## config.mk

```make
export PLATFORM = sky130hd
export DESIGN_NAME = mem_access
export DESIGN_NICKNAME = d
export VERILOG_FILES = /design/src/rtl/cpu_pkg.sv /design/src/rtl/mem_load_align.sv /design/src/rtl/mem_access.sv
export SDC_FILE = /design/constraint.sdc
export NUM_CORES = 1
export LEC_CHECK = 0
export BUFFER_PORTS_ARGS = -buffer_cell sky130_fd_sc_hd__clkbuf_2
export CORE_AREA = 8 8 186 188
export DETAILED_ROUTE_END_ITERATION = 6
export DIE_AREA = 0 0 194 196
export GPL_ROUTABILITY_DRIVEN = 0
export GPL_TIMING_DRIVEN = 1
export PLACE_DENSITY_LB_ADDON = 0.05
export SETUP_SLACK_MARGIN = 0.5
export SLEW_MARGIN = 20
export SYNTH_ARGS = -nofsm -noshare
export SYNTH_HDL_FRONTEND = slang
export SYNTH_SLANG_ARGS = --single-unit
```

## constraint.sdc

```tcl
create_clock -name clk -period 2.67 [get_ports clk]
set_input_delay 0.4005 -clock clk [delete_from_list [all_inputs] [get_ports clk]]
set_output_delay 0.4005 -clock clk [all_outputs]
set_load 0.05 [all_outputs]
```

## src/rtl/cpu_pkg.sv

```systemverilog
`default_nettype none
// ============================================================================
// Module      : cpu_pkg
// Description : Shared CPU definitions. Holds the memory-op encoding, the
//               memory-stage FSM state type, the default bus timeout, the
//               legacy pipeline constants, and helpers that compute byte
//               enables, store-lane replication and alignment.
// Revision    : 1.0 - initial release
// ============================================================================
package cpu_pkg;

  // Legacy pipeline constants
  localparam logic [4:0]  NOPRegAddr = 5'b00000;
  localparam logic [31:0] ZeroWord   = 32'h0000_0000;

  // Default number of cycles to wait for a bus acknowledge
  localparam int unsigned BUS_TIMEOUT_DEFAULT = 255;

  typedef enum logic [3:0] {
    MEM_NONE = 4'd0,
    MEM_LB   = 4'd1,
    MEM_LBU  = 4'd2,
    MEM_LH   = 4'd3,
    MEM_LHU  = 4'd4,
    MEM_LW   = 4'd5,
    MEM_SB   = 4'd6,
    MEM_SH   = 4'd7,
    MEM_SW   = 4'd8
  } mem_op_t;

  typedef enum logic [1:0] {
    ST_IDLE = 2'd0,
    ST_BUSY = 2'd1,
    ST_DONE = 2'd2
  } state_t;

  function automatic logic is_load(mem_op_t op);
    case (op)
      MEM_LB, MEM_LBU, MEM_LH, MEM_LHU, MEM_LW: return 1'b1;
      default:                                  return 1'b0;
    endcase
  endfunction

  function automatic logic is_store(mem_op_t op);
    case (op)
      MEM_SB, MEM_SH, MEM_SW: return 1'b1;
      default:                return 1'b0;
    endcase
  endfunction

  // Little-endian lane enables. Halfword/word ignore the low address bits
  // they do not need, so misaligned accesses fall onto the aligned lanes.
  function automatic logic [3:0] calc_be(mem_op_t op, logic [1:0] a);
    case (op)
      MEM_LB, MEM_LBU, MEM_SB: return 4'b0001 << a;
      MEM_LH, MEM_LHU, MEM_SH: return a[1] ? 4'b1100 : 4'b0011;
      MEM_LW, MEM_SW:          return 4'b1111;
      default:                 return 4'b0000;
    endcase
  endfunction

  // Store data is replicated across every lane; the slave picks lanes by be.
  function automatic logic [31:0] calc_wdata(mem_op_t op, logic [31:0] d);
    case (op)
      MEM_SB:  return {4{d[7:0]}};
      MEM_SH:  return {2{d[15:0]}};
      default: return d;
    endcase
  endfunction

  function automatic logic misaligned(mem_op_t op, logic [1:0] a);
    case (op)
      MEM_LH, MEM_LHU, MEM_SH: return a[0];
      MEM_LW, MEM_SW:          return (a != 2'b00);
      default:                 return 1'b0;
    endcase
  endfunction

endpackage : cpu_pkg
`default_nettype wire

```

## src/rtl/mem_load_align.sv

```systemverilog
`default_nettype none
// ============================================================================
// Module      : mem_load_align
// Description : Combinational load-data aligner. Selects the addressed byte
//               or halfword from a 32-bit bus word and sign/zero-extends it.
// Ports       : addr_i  [1:0]  low address bits of the load
//               op_i    [3:0]  mem_op_t of the load
//               rdata_i [31:0] raw bus read word
//               data_o  [31:0] extended result
// Revision    : 1.0 - initial release
// ============================================================================
module mem_load_align
  import cpu_pkg::*;
(
  input  logic [1:0]  addr_i,
  input  logic [3:0]  op_i,
  input  logic [31:0] rdata_i,
  output logic [31:0] data_o
);

  logic [7:0]  w_byte;
  logic [15:0] w_half;

  always_comb begin
    w_byte = 8'h00;
    case (addr_i)
      2'd0:    w_byte = rdata_i[7:0];
      2'd1:    w_byte = rdata_i[15:8];
      2'd2:    w_byte = rdata_i[23:16];
      default: w_byte = rdata_i[31:24];
    endcase
    w_half = addr_i[1] ? rdata_i[31:16] : rdata_i[15:0];

    data_o = rdata_i;
    case (mem_op_t'(op_i))
      MEM_LB:  data_o = {{24{w_byte[7]}}, w_byte};
      MEM_LBU: data_o = {24'h000000, w_byte};
      MEM_LH:  data_o = {{16{w_half[15]}}, w_half};
      MEM_LHU: data_o = {16'h0000, w_half};
      default: data_o = rdata_i;
    endcase
  end

endmodule : mem_load_align
`default_nettype wire

```

## src/rtl/mem_access.sv

```systemverilog
`default_nettype none
// ============================================================================
// Module      : mem_access
// Description : MEM pipeline stage. Non-memory instructions pass straight
//               through. Loads/stores stall the pipe, issue one bus request
//               (IDLE -> BUSY -> DONE) and deliver the load result or the
//               store completion in DONE. A bus that never acknowledges
//               raises a one-cycle bus error after BUS_TIMEOUT cycles.
// Config      : MEM_ADDR_EXC_EN - when defined, misaligned halfword/word
//               accesses raise exc_adel_o/exc_ades_o in IDLE instead of
//               issuing; when undefined they are forced aligned.
// Ports       : clk, rst              clock, synchronous active-high reset
//               valid_i, flush_i      live instruction, kill request
//               wd/wreg/wdata/whilo/hi/lo/cp0_* _i -> _o   MEM/WB payload
//               mem_op_i, mem_addr_i, mem_sdata_i          memory operation
//               stall_o               freeze IF..EX/MEM
//               bus_* _o / bus_ack_i, bus_rdata_i          data bus
//               exc_adel_o, exc_ades_o, exc_buserr_o, badvaddr_o
// Revision    : 1.0 - initial release
// ============================================================================
module mem_access
  import cpu_pkg::*;
#(
  parameter int unsigned BUS_TIMEOUT = BUS_TIMEOUT_DEFAULT
) (
  input  logic        clk,
  input  logic        rst,
  input  logic        valid_i,
  input  logic [4:0]  wd_i,
  input  logic        wreg_i,
  input  logic [31:0] wdata_i,
  input  logic        whilo_i,
  input  logic [31:0] hi_i,
  input  logic [31:0] lo_i,
  input  logic        cp0_reg_we_i,
  input  logic [4:0]  cp0_reg_write_addr_i,
  input  logic [31:0] cp0_reg_data_i,
  input  logic [3:0]  mem_op_i,
  input  logic [31:0] mem_addr_i,
  input  logic [31:0] mem_sdata_i,
  input  logic        flush_i,
  output logic [4:0]  wd_o,
  output logic        wreg_o,
  output logic [31:0] wdata_o,
  output logic        whilo_o,
  output logic [31:0] hi_o,
  output logic [31:0] lo_o,
  output logic        cp0_reg_we_o,
  output logic [4:0]  cp0_reg_write_addr_o,
  output logic [31:0] cp0_reg_data_o,
  output logic        stall_o,
  output logic        bus_req_o,
  output logic        bus_we_o,
  output logic [3:0]  bus_be_o,
  output logic [31:0] bus_addr_o,
  output logic [31:0] bus_wdata_o,
  input  logic        bus_ack_i,
  input  logic [31:0] bus_rdata_i,
  output logic        exc_adel_o,
  output logic        exc_ades_o,
  output logic        exc_buserr_o,
  output logic [31:0] badvaddr_o
);

  localparam logic [15:0] c_TO_LAST = 16'(BUS_TIMEOUT - 1);

  state_t      state_q, state_d;
  logic [15:0] cnt_q, cnt_d;
  logic [31:0] rdata_q, rdata_d;
  logic        flush_q, flush_d;
  logic        buserr_q, buserr_d;
  mem_op_t     op_q, op_d;
  logic [31:0] addr_q, addr_d;
  logic        we_q, we_d;
  logic [3:0]  be_q, be_d;
  logic [31:0] wdata_q, wdata_d;

  mem_op_t     w_op;
  logic        w_is_mem;
  logic        w_adel, w_ades, w_exc;
  logic        w_start;
  logic [31:0] w_align;
  logic        w_en;
  logic        w_ld_wr;

  assign w_op     = mem_op_t'(mem_op_i);
  assign w_is_mem = is_load(w_op) || is_store(w_op);

`ifdef MEM_ADDR_EXC_EN
  assign w_adel = (state_q == ST_IDLE) && valid_i && is_load(w_op)
                  && misaligned(w_op, mem_addr_i[1:0]);
  assign w_ades = (state_q == ST_IDLE) && valid_i && is_store(w_op)
                  && misaligned(w_op, mem_addr_i[1:0]);
`else
  assign w_adel = 1'b0;
  assign w_ades = 1'b0;
`endif
  assign w_exc   = w_adel || w_ades;
  assign w_start = (state_q == ST_IDLE) && valid_i && w_is_mem && !w_exc && !flush_i;

  mem_load_align u_align (
    .addr_i  (addr_q[1:0]),
    .op_i    (op_q),
    .rdata_i (bus_rdata_i),
    .data_o  (w_align)
  );

  // Next-state logic
  always_comb begin
    state_d  = state_q;
    cnt_d    = cnt_q;
    rdata_d  = rdata_q;
    flush_d  = flush_q;
    buserr_d = buserr_q;
    op_d     = op_q;
    addr_d   = addr_q;
    we_d     = we_q;
    be_d     = be_q;
    wdata_d  = wdata_q;
    case (state_q)
      ST_IDLE: begin
        if (w_start) begin
          state_d  = ST_BUSY;
          cnt_d    = 16'd0;
          op_d     = w_op;
          addr_d   = mem_addr_i;
          we_d     = is_store(w_op);
          be_d     = calc_be(w_op, mem_addr_i[1:0]);
          wdata_d  = calc_wdata(w_op, mem_sdata_i);
          flush_d  = 1'b0;
          buserr_d = 1'b0;
        end
      end
      ST_BUSY: begin
        // A flush cannot abort an outstanding bus cycle; remember it and
        // discard the result once the bus completes.
        if (flush_i) flush_d = 1'b1;
        if (bus_ack_i) begin
          rdata_d = w_align;
          state_d = ST_DONE;
        end else if (cnt_q == c_TO_LAST) begin
          buserr_d = 1'b1;
          state_d  = ST_DONE;
        end else begin
          cnt_d = cnt_q + 16'd1;
        end
      end
      ST_DONE: begin
        state_d  = ST_IDLE;
        flush_d  = 1'b0;
        buserr_d = 1'b0;
      end
      default: state_d = ST_IDLE;
    endcase
  end

  always_ff @(posedge clk) begin
    if (rst) begin
      state_q  <= ST_IDLE;
      cnt_q    <= 16'd0;
      rdata_q  <= ZeroWord;
      flush_q  <= 1'b0;
      buserr_q <= 1'b0;
      op_q     <= MEM_NONE;
      addr_q   <= ZeroWord;
      we_q     <= 1'b0;
      be_q     <= 4'b0000;
      wdata_q  <= ZeroWord;
    end else begin
      state_q  <= state_d;
      cnt_q    <= cnt_d;
      rdata_q  <= rdata_d;
      flush_q  <= flush_d;
      buserr_q <= buserr_d;
      op_q     <= op_d;
      addr_q   <= addr_d;
      we_q     <= we_d;
      be_q     <= be_d;
      wdata_q  <= wdata_d;
    end
  end

  // Output logic; everything is forced to zero while reset is held.
  always_comb begin
    w_en                 = 1'b0;
    w_ld_wr              = 1'b1;
    wd_o                 = NOPRegAddr;
    wreg_o               = 1'b0;
    wdata_o              = ZeroWord;
    whilo_o              = 1'b0;
    hi_o                 = ZeroWord;
    lo_o                 = ZeroWord;
    cp0_reg_we_o         = 1'b0;
    cp0_reg_write_addr_o = 5'd0;
    cp0_reg_data_o       = ZeroWord;
    stall_o              = 1'b0;
    bus_req_o            = 1'b0;
    bus_we_o             = 1'b0;
    bus_be_o             = 4'b0000;
    bus_addr_o           = ZeroWord;
    bus_wdata_o          = ZeroWord;
    exc_adel_o           = 1'b0;
    exc_ades_o           = 1'b0;
    exc_buserr_o         = 1'b0;
    badvaddr_o           = ZeroWord;
    if (!rst) begin
      wd_o                 = wd_i;
      wdata_o              = wdata_i;
      hi_o                 = hi_i;
      lo_o                 = lo_i;
      cp0_reg_write_addr_o = cp0_reg_write_addr_i;
      cp0_reg_data_o       = cp0_reg_data_i;
      case (state_q)
        ST_IDLE: begin
          // A live memory op in IDLE either issues (stalls) or faults;
          // neither may write back this cycle.
          w_en       = !flush_i && !(valid_i && w_is_mem);
          stall_o    = w_start;
          exc_adel_o = w_adel;
          exc_ades_o = w_ades;
          if (w_exc) badvaddr_o = mem_addr_i;
        end
        ST_BUSY: begin
          stall_o     = 1'b1;
          bus_req_o   = 1'b1;
          bus_we_o    = we_q;
          bus_be_o    = be_q;
          bus_addr_o  = {addr_q[31:2], 2'b00};
          bus_wdata_o = wdata_q;
        end
        ST_DONE: begin
          w_en         = !flush_q && !buserr_q && !flush_i;
          w_ld_wr      = !we_q;
          wdata_o      = we_q ? wdata_i : rdata_q;
          exc_buserr_o = buserr_q && !flush_q && !flush_i;
          if (buserr_q && !flush_q && !flush_i) badvaddr_o = addr_q;
        end
        default: w_en = 1'b0;
      endcase
      wreg_o       = w_en && w_ld_wr && wreg_i;
      whilo_o      = w_en && whilo_i;
      cp0_reg_we_o = w_en && cp0_reg_we_i;
    end
  end

endmodule : mem_access
`default_nettype wire

```

Word level (Yosys, flattened, before mapping):

Cells that the tools add are included.
Widths: inputs -> output; s select.

* reductions and logical operators: 34
* add/sub/neg operators: 1
* equality and inequality tests: 23
* mux-type cells: 54
* shift-type cells: 1

Operators with widths (count)
* $mux 32: 13
* $pmux 32 s4: 1
* $mux 16: 4
* $pmux 32 s2: 1
* $pmux 16 s2: 1
* $pmux 8 s3: 1
* $eq 4x3->1 const B: 5
* $mux 1: 19
* $add 16x1->16 const B: 1
* $eq 16x8->1 const B: 1
* $eq 4x2->1 const B: 4
* $logic_and 1x1->1: 13
* $mux 4: 3
* $pmux 4 s3: 1
* $mux 5: 2
* $ne 2x2->1 const B: 5
* $reduce_or 3->1: 3
* $eq 4x1->1 const B: 2
* $reduce_and 4->1: 2
* $mux 2: 3
* $pmux 1 s3: 2
* $reduce_and 2->1: 3
* $logic_not 1->1: 5
* $reduce_or 5->1: 1
* 13 further kinds: 17

* word-level logic and storage cells: 123
* register bits after elaboration: 125
* bits of input ports: 246

Logic depth before layout (Yosys ltp):

Gate-level depths: netlist of the first run.

* depth in word-level cells: 12
* depth in mapped cells: 8

Hierarchy:

Synthesis of the first run repeated with hierarchy kept, for this count alone.

* cell total of the unflattened synthesis: 1105
* area, all modules: 8187.9 µm²

Modules (own cells, without submodules)
* mem_access: cells each 985, sequential area each 2502.4 µm², area an instance 7166.9 µm², times used 1
* mem_load_align: cells each 120, sequential area each 0.0 µm², area an instance 1021.0 µm², times used 1

Least setup slack after synthesis of the first run:

No wires, ideal clock.

* path kind: input to output
* start point: input rst
* end point: output bus_addr_o[25]
* data required time: 2270 ps
* buffers on the path: 4
* data arrival time: 2631 ps
* cell stages on the path: 7
* slack: -362 ps
* cell sequence: clkbuf_1 or3b_2 clkbuf_1 inv_1 clkbuf_1 clkbuf_1 and2_1

* longest elaborated chain between the ends: 1

Ends and longest elaborated chain
* from (decl): RTL line mem_access.sv:27 `input logic rst,`
* $mux 32: RTL line mem_access.sv:206 `if (!rst) begin`
* to (decl): RTL line mem_access.sv:55 `output logic [31:0] bus_addr_o,`

No other way between the ends.

Worst setup path after layout of the first run:

* start point: register state_q[0]
* end point: output wdata_o[28]

* longest elaborated chain between the ends: 3

Ends and longest elaborated chain
* from (decl): RTL line mem_access.sv:67 `state_t state_q, state_d;`
* from (signal assigned): RTL line mem_access.sv:170 `state_q <= state_d;`
* $eq 2x2->1: RTL line mem_access.sv:213 `case (state_q)`
* $mux 32: RTL line mem_access.sv:213
* $mux 32: RTL line mem_access.sv:206
* to (decl): RTL line mem_access.sv:44 `output logic [31:0] wdata_o,`

No other way between the ends.

==> results of run 1 <==
timing repair:
action / in CTS / in global routing
setup endpoints to repair: 155 / 168
gates resized for setup: 149 / 54
gates cloned: 7 / 8
pin swaps: 23 / 33
endpoints found under the hold margin: 0 / 0
setup buffers: 13 / 4
kinds of logic after synthesis:
| logic type | after synthesis | synth area share |
|---|---|---|
| AND/OR/NAND/NOR | 558 | 0.365 |
| other | 1 | 0.000483 |
| AO/OA/AOI/OAI | 224 | 0.188 |
| XOR/XNOR | 1 | 0.00113 |
| multiplexers | 36 | 0.0593 |
| buffers and inverters | 119 | 0.0605 |
| adder cells (fa/ha/maj) | 2 | 0.00322 |
| flip-flops | 125 | 0.322 |
path summary, 6_finish.rpt:
kind | from | endpoint | slack (ps) | cells after the start
max | state_q[0] | wdata_o[28] | 410 | 7
min reg2reg | wdata_q[11] | wdata_q[11] | 450 | 2
min | mem_addr_i[24] | addr_q[24] | 190 | 3
max reg2reg | cnt_q[8] | cnt_q[2] | 560 | 4
power by group:
part	internal, mW	switching [mW]
combinational	0.561	0.954
sequential	1.93	0.0467
clock	1.40	0.975
through the flow:
step                      setup slack, ps  power (mW)  cell area, sq um
after floorplan                       464        2.88              8200
final                                 407        5.86             14500
after global placement                311        3.45             12500
after CTS                             393        5.89             14100
after detailed placement              279        3.46             12500
after global routing                  324        6.12             14500
critical path, stage by stage, from the launching register on:
cell and delay, ps:
dfxtp_4 360, nand2b_4 190, nor2_4 180, buf_12 140
clkbuf_16 170, nand2_1 80, a21oi_2 170, buf_12 160
sequential cells by signal, indices dropped and copies added, names as in the netlist, 2 cells and up:
register,flops
addr_q,32
rdata_q,32
wdata_q,32
cnt_q,16
be_q,4
op_q,4
state_q,2
final cells by class:
class | count | area [sq um]
diodes | 1 | 2.50
clock buffers | 18 | 429
clock inverters | 14 | 160
repair buffers | 545 | 5310
repair inverters | 1 | 11.3
multi-input cells | 826 | 5440
fillers | 3237 | 17400
inverters | 24 | 103
flip-flops and latches | 125 | 2520
well taps | 408 | 510
per-layer routing:
| metal | wire length [um] | GRT usage | vias up |
|---|---|---|---|
| met5 | 0 | 0 | - |
| met4 | 673 | 0.0501 | 0 |
| met3 | 2490 | 0.0514 | 32 |
| met2 | 20900 | 0.360 | 328 |
| met1 | 15900 | 0.228 | 4313 |
| li1 | - | - | 4577 |
cells in the mapped netlist (all sizes together) (6+ instances only):
cell type	number
nor3	9
o21ai	12
buf	12
o211a	10
inv	24
nand2	201
a21oi	108
and2	98
clkbuf	83
a211oi	24
nor2	68
mux4	8
o221a	6
o32ai	10
nor2b	107
nand2b	18
o211ai	20
mux2i	28
or4	7
dfxtp	125
a31oi	9
nand4	10
nand3	12
==> summary.md, run 1 <==
| Metric | Value |
|---|---|
| Hold Fails Final Rpt | 0 |
| CTS tree | done |
| Final nets | ~1800 |
| Grt ovf | 0 |
| Worst setup SP type | flip-flop |
| Clk sinks | between 100 and 150 |
| Clock transition at path regs | 70 ps |
| Slew Viols, Final | 0 |
| Clk buf depth | 2 |
| Pleak | 6.28 nW |
| Unrepaired setup endpoints after global routing | true |
| Clk_skew | around 14 ps |
| Rows | between 60 and 70 |
| Die Y-Extent | around 200 um |
| Critical path class | flip-flop to primary output |
| Required time worst endpoint | 2270 ps |
| Post-synth top flop | dfxtp_1 |
| Synth warn | 0 |
| Area contributors post-synth | dfxtp_1 (32%), nand2_1 (9.7%), nor2b_1 (8.6%), and2_1 (7.9%), a21oi_1 (7.0%) |
| Critical path arrival | around 1900 ps |
| Hold-fix buffers, CTS | 0 |
| Commonest non-fill, non-tap cells in the layout | clkbuf_2 (349), nand2_1 (192), dfxtp_1 (118), buf_12 (108), nor2b_1 (107) |
| Final min period | ~2300 ps |
| Largest area contributor in the netlist | dfxtp_1 |
| Sequential area share after synthesis | 0.322 |
| Overall Global Routing Usage | 0.198 |
| Post-synthesis cell type count | 55 |
| Die area | between 0.03 and 0.04 sq mm |
| Setup TNS | 0 ps |
| PortBufs | between 400 and 500 |
| Routed WL | approximately 40000 um |
| Status | complete, no violations |
| Final setup fails | 0 |
| ANT nets after route | 0 |
| Initial drt markers | 350 |
| Drt drc | 0 |
| Most common cell after layout, fill and taps aside | clkbuf_2 |
| Initial antenna violation count | 1 |
| Starting Density | 0.244 |
| Crit. End Element | primary output |
| Finished Layout Cells | about 2000 |
| Synthesis-stage register bit count | 125 |
| Worst Hold Slack | ~190 ps |
| DR vias | about 9300 |
| Via density | approximately 4.7 |
| Placed insts | about 1900 |
| DIE WIDTH | approximately 190 um |
| Num CTS Buffers | 17 |
| CTS root buf | clkbuf_16 |
| Post-synth EDFFs | 0 |
| CORE AREA | roughly 0.032 sq mm |
| FFs w/ async S/R, synth | 0 |
| Post-Syn Instances | roughly 1100 |
| Hold crit path type | input port to flip-flop |
| H-Tree Depth | 4 |
| Layout cells sized above 1 | 0.494 |
| Pwr per Cell Area | around 400 mW/mm^2 |
| Final Util | 0.454 |
| Largest net degree at the start of global routing | between 100 and 150 |
| Layout area overhead | 86.4% |
| Crit share post-route | 0.848 |
| Synth Cell Area | just under 0.008 sq mm |
| Worst skew pair latency | roughly 420 ps |
| Max Clk Rate | about 440 MHz |
| Dpl hpwl | approximately 30000 um |
| Wirelength per Cell | approximately 20 um |
| Vias in the first global route | 9530 |
| CP Max Fanout | 8 |
| I/O pins | 493 |
| Peak VDD IR | roughly 0.00042 V |
| Syn Area/Cell | 7.29 sq um |
| Max-cap violations | 0 |
| First-pass GRT wire length | approximately 59000 um |
| Actual slew at the worst max-slew pin | between 800 and 900 ps |
| Share of the synthesized area in the top cell type | 0.322 |
| Rel. slew slack | 0.466 |
| DRT Pass-1 Iters | 6 |
No activity file was read; power rests on OpenSTA's default activity.
==> run 2, diff against run 1 <==
Clock period 2.67 ns to 2.21 ns, I/O delays scaled along.
==> summary.md, run 2 (same netlist as run 1, synthesis figures left out) <==
| Metric | Value |
|---|---|
| Wirelength per Cell | 21.7 um (+6.8%) |
| Crit path largest cell delay | 420 ps (+60 ps) |
| Layout cells sized above 1 | 0.644 (+0.150) |
| Worst setup margin | 2.10 ps (-405 ps) |
| Slowest CP cell | or3b_4 |
| Crit path depth | 6 (-1) |
| Critical Path Start | state_q[0] |
| Grt met1 use | 0.228 (+0.000275) |
| Setup TNS | 0 ps (unchanged) |
| Critical path arrival | 1880 ps (+20 ps) |
| PortBufs | 488 (unchanged) |
| Drt drc | 0 (unchanged) |
| CP Max Fanout | 6 (-2) |
| Setup WS pre-CTS | 82.0 ps (-197 ps) |
| Largest net degree at the start of global routing | 54 (-53%) |
| Initial antenna violation count | 4 (+3) |
| Worst Hold Slack | 136 ps (-54.8 ps) |
| Clk_skew | 11.0 ps (-2.96 ps) |
| Final Cell Area | 0.0165 sq mm (+14%) |
| Crit path buffers/inverters | 4 (+1) |
| CP top delay family | simple AND/OR/NAND/NOR gates |
| Most common cell after layout, fill and taps aside | clkbuf_2 |
| Clk sinks | 125 (unchanged) |
| First-pass GRT wire length | 59700 um (+1.2%) |
| Pleak | 7.17 nW (+14%) |
| Crit path cell chain | or3b_4, clkinv_8, buf_12, clkbuf_16, and2_4, buf_12 |
| Via density | 4.81 (+2.0%) |
| Max Clk Rate | approximately 450 MHz |
| DRT Pass-1 Iters | 4 (-2) |
| Crit share post-route | 0.999 |
| Final nets | 1842 (+3.0%) |
| Placed insts | 1926 (+1.5%) |
| FF-to-FF Start | cnt_q[0] |
| Crit. End Element | primary output |
| Hold Crit Start | mem_addr_i[3] |
| Starting Density | 0.244 (unchanged) |
| Fill count | 2978 (-8.0%) |
| DR vias | 9697 (+4.8%) |
| Routed WL | 43800 um (+9.8%) |
| Met3 global-route usage | 0.0502 (-0.00120) |
| Grt ovf | 0 (unchanged) |
| Worst R2R End | cnt_q[15] |
| Initial drt markers | 410 (+17%) |
| Worst reg2reg path depth | 7 (+3) |
| Die area | 0.0380 sq mm (unchanged) |
| CORE AREA | 0.0319 sq mm (unchanged) |
| Status | complete, no violations |
| GRT busiest layer | met2 |
| Max-cap violations | 0 (unchanged) |
| Final min period | around 2200 ps |
| Internal reg-to-reg setup slack | 10 ps (-550 ps) |
| Peak VDD IR | 0.000396 V (-5.8%) |
| Commonest non-fill, non-tap cells in the layout | clkbuf_2 (350), buf_12 (157), nand2_1 (132), dfxtp_1 (114), and2_4 (98) |
| Rel. slew slack | 0.666 (+0.200) |
| Worst skew pair latency | 420 ps (about the same) |
| Slew Viols, Final | 0 (unchanged) |
| Worst hold endpoint | addr_q[3] |
| H-Tree Depth | 4 (unchanged) |
| Largest regs | addr_q: 32 flops, rdata_q: 32 flops, wdata_q: 32 flops |
| Finished Layout Cells | 2017 (+2.8%) |
| Placed Area | 0.0141 sq mm (+12%) |
| GR Util met2 | 0.375 (+0.0150) |
| Unrepaired setup endpoints after global routing | true |
| Worst setup SP type | flip-flop |
| Layout area overhead | 112% |
| Actual slew at the worst max-slew pin | 495 ps (-306 ps) |
| Most used cell, CP | buf_12 |
| Critical path class | flip-flop to primary output |
| CTS root buf | clkbuf_16 |
| Rows | 66 (unchanged) |
| Total Power | 7.25 mW (+24%) |
| Hold crit path type | input port to flip-flop |
| Hold Fails Final Rpt | 0 (unchanged) |
| Clk buf depth | 2 (unchanged) |
| Die Y-Extent | 196 um (unchanged) |
| Required time worst endpoint | 1880 ps (-390 ps) |
| Final setup fails | 0 (unchanged) |
| DIE WIDTH | 194 um (unchanged) |
| Pwr per Cell Area | 440 mW/mm^2 (+8.7%) |
| Vias in the first global route | 9357 (-1.8%) |
| CTS tree | done |
| Num CTS Buffers | 17 (unchanged) |
| Hold Path Stages | 3 (unchanged) |
| Final Util | 0.517 (+0.0629) |
| Clock transition at path regs | 70 ps (about the same) |
| I/O pins | 493 (unchanged) |
| ANT nets after route | 0 (unchanged) |
| Overall Global Routing Usage | 0.202 (+0.00436) |
| Dpl hpwl | 31600 um (+6.3%) |
-- run 2: final cells by class --
cell class	count	area, sq um	area share
tap	408	510	0.0310
multi-input combinational	826	6650	0.403
sequential	125	2530	0.153
clock buffer	17	425	0.0258
clock inverter	15	131	0.00797
antenna	2	5.00	0.000303
inverter	24	103	0.00622
timing repair buffer	600	6140	0.373
-- run 2: report_power, final --
group	switching, mW	internal, mW	leakage, nW
combinational	1.30	0.869	5.88
clock	1.22	1.47	0.266
sequential	0.0675	2.33	1.02
-- run 2: metal layers --
metal	vias to the layer above	routed length (um)	share of wire
li1	4689	-	-
met1	4631	17500	0.40
met2	334	22900	0.52
met3	41	2390	0.055
met4	2	1030	0.024
met5	-	13	0.00030
-- run 2: worst max-delay path by stage --
| stage | to |
|---|---|
| floorplan | cnt_q[14] |
| global placement | wreg_o |
| detailed placement | cnt_q[15] |
| CTS | badvaddr_o[0] |
| global route | wdata_o[17] |
| finish | bus_addr_o[29] |
-- run 2: timing repair --
action,4_1_cts,5_1_grt
gates resized for setup,20,261
gates cloned,2,23
hold buffers,0,0
buffers inserted,5,27
pin swaps,54,99
setup endpoints to repair,251,312
-- run 2: tightest hold or removal path, cell delays in order --
cell	delay, ps
clkbuf_2	80
nand2_1	50
a21oi_1	50
